==> config.mk <==
export PLATFORM = sky130hd
export DESIGN_NAME = ave_window_stream
export DESIGN_NICKNAME = d
export VERILOG_FILES = /design/src/rtl/ave_window_stream.sv
export SDC_FILE = /design/constraint.sdc
export NUM_CORES = 1
export LEC_CHECK = 0
export CAP_MARGIN = 15
export CORE_ASPECT_RATIO = 1.75
export CORE_MARGIN = 2
export CORE_UTILIZATION = 30
export CTS_CLUSTER_DIAMETER = 80
export CTS_CLUSTER_SIZE = 10
export DETAILED_ROUTE_END_ITERATION = 6
export MAX_ROUTING_LAYER = met4
export PLACE_DENSITY = 0.53
export RECOVER_POWER = 50
export SYNTH_ARGS = -nofsm -noshare
export SYNTH_HDL_FRONTEND = slang
export SYNTH_SLANG_ARGS = --single-unit
export TNS_END_PERCENT = 5
==> constraint.sdc <==
create_clock -name CLOCK -period 4.65 [get_ports CLOCK]
set_input_delay 1.1625 -clock CLOCK [delete_from_list [all_inputs] [get_ports CLOCK]]
set_output_delay 1.1625 -clock CLOCK [all_outputs]
set_load 0.02 [all_outputs]
==> src/rtl/ave_window_stream.sv <==
// ---------------------------------------------------------------------------
// ave_window_stream
//
// Streaming moving-average filter over the last WIN = 2**LOG2_WIN accepted
// samples. A circular sample buffer plus a running sum (add newest, subtract
// oldest) keeps the arithmetic cost constant regardless of window length.
// Results are produced only once the window is full, with one register of
// valid/ready buffering on the output and selectable truncate / round
// half-up averaging.
//
// Vectors are declared with bit 0 as the MSB.
//
// Parameters
//   DATA_W    sample and average width (unsigned)
//   LOG2_WIN  log2 of the window length, 1..6
//
// Ports
//   CLOCK      in   1                 rising-edge clock
//   RESET_N    in   1                 asynchronous active-low reset
//   clr        in   1                 synchronous clear of window state
//   rnd_en     in   1                 1 = round half-up, 0 = truncate
//   in_data    in   DATA_W            sample
//   in_valid   in   1                 sample offered
//   in_ready   out  1                 a sample can be accepted this cycle
//   ave_data   out  DATA_W            windowed average
//   ave_valid  out  1                 ave_data holds an unconsumed result
//   ave_ready  in   1                 downstream consumes ave_data
//   fill       out  LOG2_WIN+1        samples held in the window (0..WIN)
//   sum        out  DATA_W+LOG2_WIN   running sum of the window contents
// ---------------------------------------------------------------------------
module ave_window_stream #(
    parameter int DATA_W   = 8,
    parameter int LOG2_WIN = 3
) (
    input  logic                         CLOCK,
    input  logic                         RESET_N,
    input  logic                         clr,
    input  logic                         rnd_en,
    input  logic [0:DATA_W-1]            in_data,
    input  logic                         in_valid,
    output logic                         in_ready,
    output logic [0:DATA_W-1]            ave_data,
    output logic                         ave_valid,
    input  logic                         ave_ready,
    output logic [0:LOG2_WIN]            fill,
    output logic [0:DATA_W+LOG2_WIN-1]   sum
);

    localparam int WIN   = 2 ** LOG2_WIN;
    localparam int SUM_W = DATA_W + LOG2_WIN;

    localparam logic [0:LOG2_WIN]   FILL_FULL = (LOG2_WIN + 1)'(WIN);
    localparam logic [0:LOG2_WIN]   FILL_ONE  = (LOG2_WIN + 1)'(1);
    localparam logic [0:LOG2_WIN-1] WP_ONE    = LOG2_WIN'(1);
    // Half of one LSB of the average, added before the divide for round half-up.
    localparam logic [0:SUM_W]      RND_HALF  = (SUM_W + 1)'(WIN / 2);

    logic [0:DATA_W-1]   samples [0:WIN-1];
    logic [0:LOG2_WIN-1] wp;

    logic                acc;
    logic [0:DATA_W-1]   oldest;
    logic [0:SUM_W-1]    sum_next;
    logic [0:LOG2_WIN]   fill_next;
    logic [0:SUM_W]      rnd_sum;
    logic [0:DATA_W-1]   avg_next;
    logic                full_next;

    // Single output register: a new sample may enter whenever the held result
    // is empty or is being consumed this cycle.
    assign in_ready = ~ave_valid | ave_ready;
    assign acc      = in_valid & in_ready;

    // NOTE: every signal written here gets a default value on the first lines,
    // so no path leaves it unassigned and no latch is inferred.
    always_comb begin
        oldest    = samples[wp];
        // Unfilled entries hold 0, so subtracting the slot being overwritten is
        // exact during fill-up. Intermediate wrap is harmless: the final result
        // always fits in SUM_W bits.
        sum_next  = sum + {{LOG2_WIN{1'b0}}, in_data} - {{LOG2_WIN{1'b0}}, oldest};
        fill_next = (fill == FILL_FULL) ? fill : fill + FILL_ONE;
        full_next = (fill_next == FILL_FULL);
        rnd_sum   = {1'b0, sum_next} + (rnd_en ? RND_HALF : '0);
        // Dropping the LOG2_WIN LSBs divides by WIN; the extra top bit is always 0
        // because the rounded average cannot exceed 2**DATA_W-1.
        avg_next  = rnd_sum[1:DATA_W];
    end

    // NOTE: sequential state is updated with non-blocking assignments only, so
    // every register samples the pre-edge values regardless of statement order.
    always_ff @(posedge CLOCK or negedge RESET_N) begin
        if (!RESET_N) begin
            wp        <= '0;
            sum       <= '0;
            fill      <= '0;
            ave_data  <= '0;
            ave_valid <= 1'b0;
        end else if (clr) begin
            // Clear wins over a same-cycle accept; that sample is discarded.
            wp        <= '0;
            sum       <= '0;
            fill      <= '0;
            ave_valid <= 1'b0;
        end else begin
            if (acc) begin
                wp   <= wp + WP_ONE;
                sum  <= sum_next;
                fill <= fill_next;
            end
            // A new result replaces the held one even when it is consumed in the
            // same cycle, so ave_valid only drops on a consume without an accept.
            if (acc && full_next) begin
                ave_data  <= avg_next;
                ave_valid <= 1'b1;
            end else if (ave_ready) begin
                ave_valid <= 1'b0;
            end
        end
    end

    // NOTE: the sample buffer is reset and cleared explicitly because the
    // running-sum subtraction relies on unused slots reading as zero.
    always_ff @(posedge CLOCK or negedge RESET_N) begin
        if (!RESET_N) begin
            for (int i = 0; i < WIN; i++) begin
                samples[i] <= '0;
            end
        end else if (clr) begin
            for (int i = 0; i < WIN; i++) begin
                samples[i] <= '0;
            end
        end else if (acc) begin
            samples[wp] <= in_data;
        end
    end

endmodule

* Word level (Yosys, flattened, before mapping) *
Cells that the tools add are included.

storage, ports and cells
  bits in registers = 91
  input bits = 14
  output and inout port bits = 25
  word-level logic and storage cells = 51

operators by class
  $add $sub $neg = 5
  $lt $le $gt $ge = 2
  equal/unequal tests = 2
  muxes and demuxes = 19
  bitwise gates (word level) = 5
  reduce and logical (&&, ||, !) cells = 5

operator list
  cell                   number
  $mux W64               2
  $bwmux W64             1
  $bmux W8 S3            1
  $demux W8 S3           1
  $mux W8                3
  $mux W11               2
  $mux W4                3
  $add A11 B3 Y11        1
  $add A11 B8 Y11        1
  $sub A11 B8 Y11        1
  $mux W3                3
  $eq A4 B4 Y1 const B   2
  $add A4 B1 Y4 const B  1
  $ge A4 B4 Y1 const B   1
  $lt A4 B1 Y1 const B   1
  $not A3 Y4             1
  $add A3 B1 Y3 const B  1
  $mux W1                3
  $reduce_bool A3 Y1     1
  $logic_and A1 B1 Y1    2
  $not A1 Y1             2
  $reduce_and A2 Y1      1
  $reduce_bool A2 Y1     1
  $and A1 B1 Y1          1
  $or A1 B1 Y1           1

* Logic depth before layout (Yosys ltp) *
  depth in word-level cells = 8
  gate-level depth with buffers = 18
  mapped depth without buffers = 16

* Least setup slack after synthesis *
Ideal clock, no wire load.

  path kind = reg2reg
  start = register wp[2] in the netlist's numbering
  end = register ave_data[0] in the netlist's numbering
  setup time = 126 ps
  arrival time = 3798 ps
  required time = 4524 ps
  path slack = 725 ps
  stages on the path, launching flop included = 17
  buffers on the path = 2
  clock period less this slack = 3925 ps
  path through = dfrtp_1 > buf_2 > buf_1 > mux4_2 > o221ai_1 > ha_1 > inv_1 > ha_1 > inv_1 > fa_1 > and2b_4 > o2111ai_4 > a221oi_2 > nand3_2 > nor4b_2 > xor2_1 > a21oi_1

between the ends
  longest elaborated chain between the ends = 6

RTL lines
  what                                        line  text
  start, declared                             59    logic [0:LOG2_WIN-1] wp;
  start signal, assigned                      107   wp <= wp + WP_ONE;
  $not A3 Y4 (implied by the code)            77    oldest = samples[wp];
  $bmux W8 S3                                 77
  $mux W8 (implied by the code) (2 in a row)  77
  $sub A11 B8 Y11                             81    sum_next = sum + {{LOG2_WIN{1'b0}}, in_data} - {{LOG2_WIN{1'b0}}, oldest};
  $add A11 B3 Y11                             84    rnd_sum = {1'b0, sum_next} + (rnd_en ? RND_HALF : '0);
  end signal, assigned                        114   ave_data <= avg_next;
  end, declared                               42    output logic [0:DATA_W-1] ave_data,

No other way between the ends. The select of a mux whose other input is x is not followed.
A chain may end at the register's enable or synchronous reset.

* Worst setup path in the final report *
  start = register wp[0] in the netlist's numbering
  end = register ave_data[0] in the netlist's numbering

Same word-level chain as after synthesis.

==> results.yml <==
global_routing:
  antenna_found_initial: 0
  grt-ovfl-total: 0
  track_usage: 0.1666
  grt_pass1_vias: 4535
  grt_max_degree: 84
  grt_pass1_wl_mm: 23.94
setup_path:
  timing.rr.start: "wp[0]"
  reg2reg_depth: 14
  crit_path_end_kind: "flip-flop"
  cp_num_buf_inv: 2
  crit_cells: 14
  endpoint: "ave_data[0]"
  crit_arrival_ps: 4440
  crit_family: "simple AND/OR/NAND/NOR gates"
  r2r_end: "ave_data[0]"
  crit_chain: "nand2_1, o221ai_1, ha_1, inv_1, ha_1, inv_1, fa_1, and2b_4, o2111ai_4, a221oi_2, nand3_2, nor4b_2, xor2_1, a21oi_1"
  cp_slowest_cell: "dfrtp_1"
  crit_type: "reg2reg"
  critical_path_required_ps: 4880
  critPathLaunch: "wp[0]"
  cp-start-kind: "flip-flop"
  r2r_slack_ps: 440
  max_stage_delay_ps: 950
  cp_max_fo: 19
detailed_routing:
  dr_total_vias: 4295
  top_layer: "met4"
  wl_met1_mm: 5.465
  wl_per_cell_um: 16.62
  dr.pass1.iters: 4
  drc: 0
  met2_length_mm: 7.831
  met3_length_um: 322
  first_iter_violations: 210
  ant_nets: 0
  wl_mm: 14.33
  vias_per_cell: 4.983
floorplanning:
  start_util: 0.3053
  fp-row-count: 64
  dieWidth_um: 104.5
  design.die.area_um2: 18810
  chipHeight_um: 179.9
  ios: 39
  coreArea_um2: 17380
power:
  total_power_mw: 3.104
  power_density_nw_per_um2: 495.6
  leakage_nw: 2.846
  vdd_drop_max_v: 0.0002473
placement:
  place_ws_ps: 180.6
  placed_cells: 847
  post-dp-hpwl_mm: 10.50
  gp_congestion: 0.8695
  numPortBuffers: 38
clock_network:
  clock-sinks: 91
  cts_setup_buffers: 0
  cts-root-buf: "clkbuf_16"
  hold_buffers: 0
  cts_tree: "done"
  clock_latency_ps: 350
  clockBufferDepth: 2
  h-tree-depth: 3
  numCtsBuffers: 9
  clk_pin_slew_ps: 60
  cts.repair.resized: 0
yosys:
  synthCells: 593
  ys_warn_count: 0
  synth_edf_count: 0
  postSynthAreaPerCell_um2: 8.946
  synth_top_area_cell: "dfrtp_1"
  synth_seq_area_share: 0.4292
  synth_area_um2: 5305
  synthArstFlopShare: 1.000
  synth_nets: 630
  synth_cell_type_count: 54
  netlist.area_leader.share: 0.4292
  netlist_top_cells_area: "dfrtp_1 (43%), nor2_1 (9.4%), a21oi_1 (7.4%)"
  synth-seq-cells: 91
  synth_ff_type: "dfrtp_1"
final_layout:
  layout_common_cells: "nor2_1 (133), dfrtp_1 (91), a21oi_1 (78)"
  drive_above_1_share: 0.1078
  area_growth_pct: 18.07
  layoutNonFillerInstCount: 862
  nets: 664
  finish.utilization: 0.3605
  layout_commonest_cell: "nor2_1"
  diodes: 0
sta:
  clock_skew_ps: 7.601
  setup_violations: 0
  finalCriticalPeriod_ps: 4209
  tns_ps: 0
  slew_viol_final: 72
  report.final.hold_viol_count: 0
  rsz0062_at_grt: "false"
  timing.final.ws_setup_ps: 441.0
  max-slew-margin-rel: -0.2257
  tightestPinTransition_ps: 1839
  post-route-period-util: 0.9052
  fmax_mhz: 237.6
outcome:
  status: "complete, but fails checks"
  violations: "capacitance limit, slew limit"
min_path:
  hold_class: "reg2reg"
  hold_depth: 2
flow_run:
  drv_cap: 1
[flip-flops by register name, summed over array words and instances, names as in the netlist]
| name | count |
|---|---|
| sum | 11 |
| ave_data | 8 |
| wp | 3 |
| ave_valid | 1 |
| fill | 4 |
| samples | 64 |
[how the worst min path moves through the flow]
stage | startpoint | endpoint | slack [ps]
after floorplan | samples[10] | samples[10] | 470
after global placement | samples[7] | samples[7] | 490
after detailed placement | samples[50] | samples[50] | 500
after CTS | samples[50] | samples[50] | 520
after global routing | samples[14] | samples[14] | 530
final | samples[11] | samples[11] | 510
[final cells by class]
cell class                 count  area [um^2]
inverter                      41        153.9
clock inverter                 4        51.30
fill                        1780        11110
tap                          231        289.0
timing repair buffer          59        520.5
multi-input combinational    425         2729
sequential                    91         2277
clock buffer                  11        242.7
[per-layer routing]
layer / GRT usage / vias to the layer above
li1: - / 2057
met1: 0.1758 / 2113
met2: 0.2973 / 88
met3: 0.01922 / 37
met4: 0.09459 / 0
met5: - / -
[logic make-up after synthesis]
group,Yosys count,share of synthesized area
DFF,91,0.4292
muxes,38,0.09929
and+or+nand+nor,226,0.1828
buffers and inverters,77,0.05637
xor gates and xnor gates,16,0.02641
AOI/OAI and AO/OA,122,0.1403
adders and majority gates,23,0.06557
[worst min-delay path, cell delays in order (launching register included)]
cell and delay [ps]:
dfrtp_1 340, a21oi_1 60, nor2_1 70
[power by group]
group          total (mW)  switching [mW]  internal (mW)
sequential          0.894          0.0541          0.840
clock               0.734           0.305          0.428
combinational        1.48           0.878          0.598
total                3.10            1.24           1.87
[cells in the mapped netlist, types with 7 or more instances]
| master | count |
|---|---|
| nor2_1 | 133 |
| dfrtp_1 | 91 |
| a21oi_1 | 78 |
| nand2_1 | 51 |
| inv_1 | 41 |
| clkbuf_1 | 24 |
| mux2i_1 | 20 |
| nand3_1 | 16 |
| ha_1 | 15 |
| mux4_2 | 11 |
| xnor2_1 | 11 |
| o21ai_0 | 9 |
| buf_2 | 8 |
| fa_1 | 8 |
| a211oi_1 | 7 |
| mux2_2 | 7 |
[metrics by stage]
stage          cell area (um^2)  hold WS [ps]
2_1_floorplan              5305         474.8
3_3_place_gp               5979         489.4
3_5_place_dp               5979         498.6
4_1_cts                    6274         515.8
5_1_grt                    6264         531.8
6_report                   6264         509.5
No activity file was read; power rests on OpenSTA's default activity.
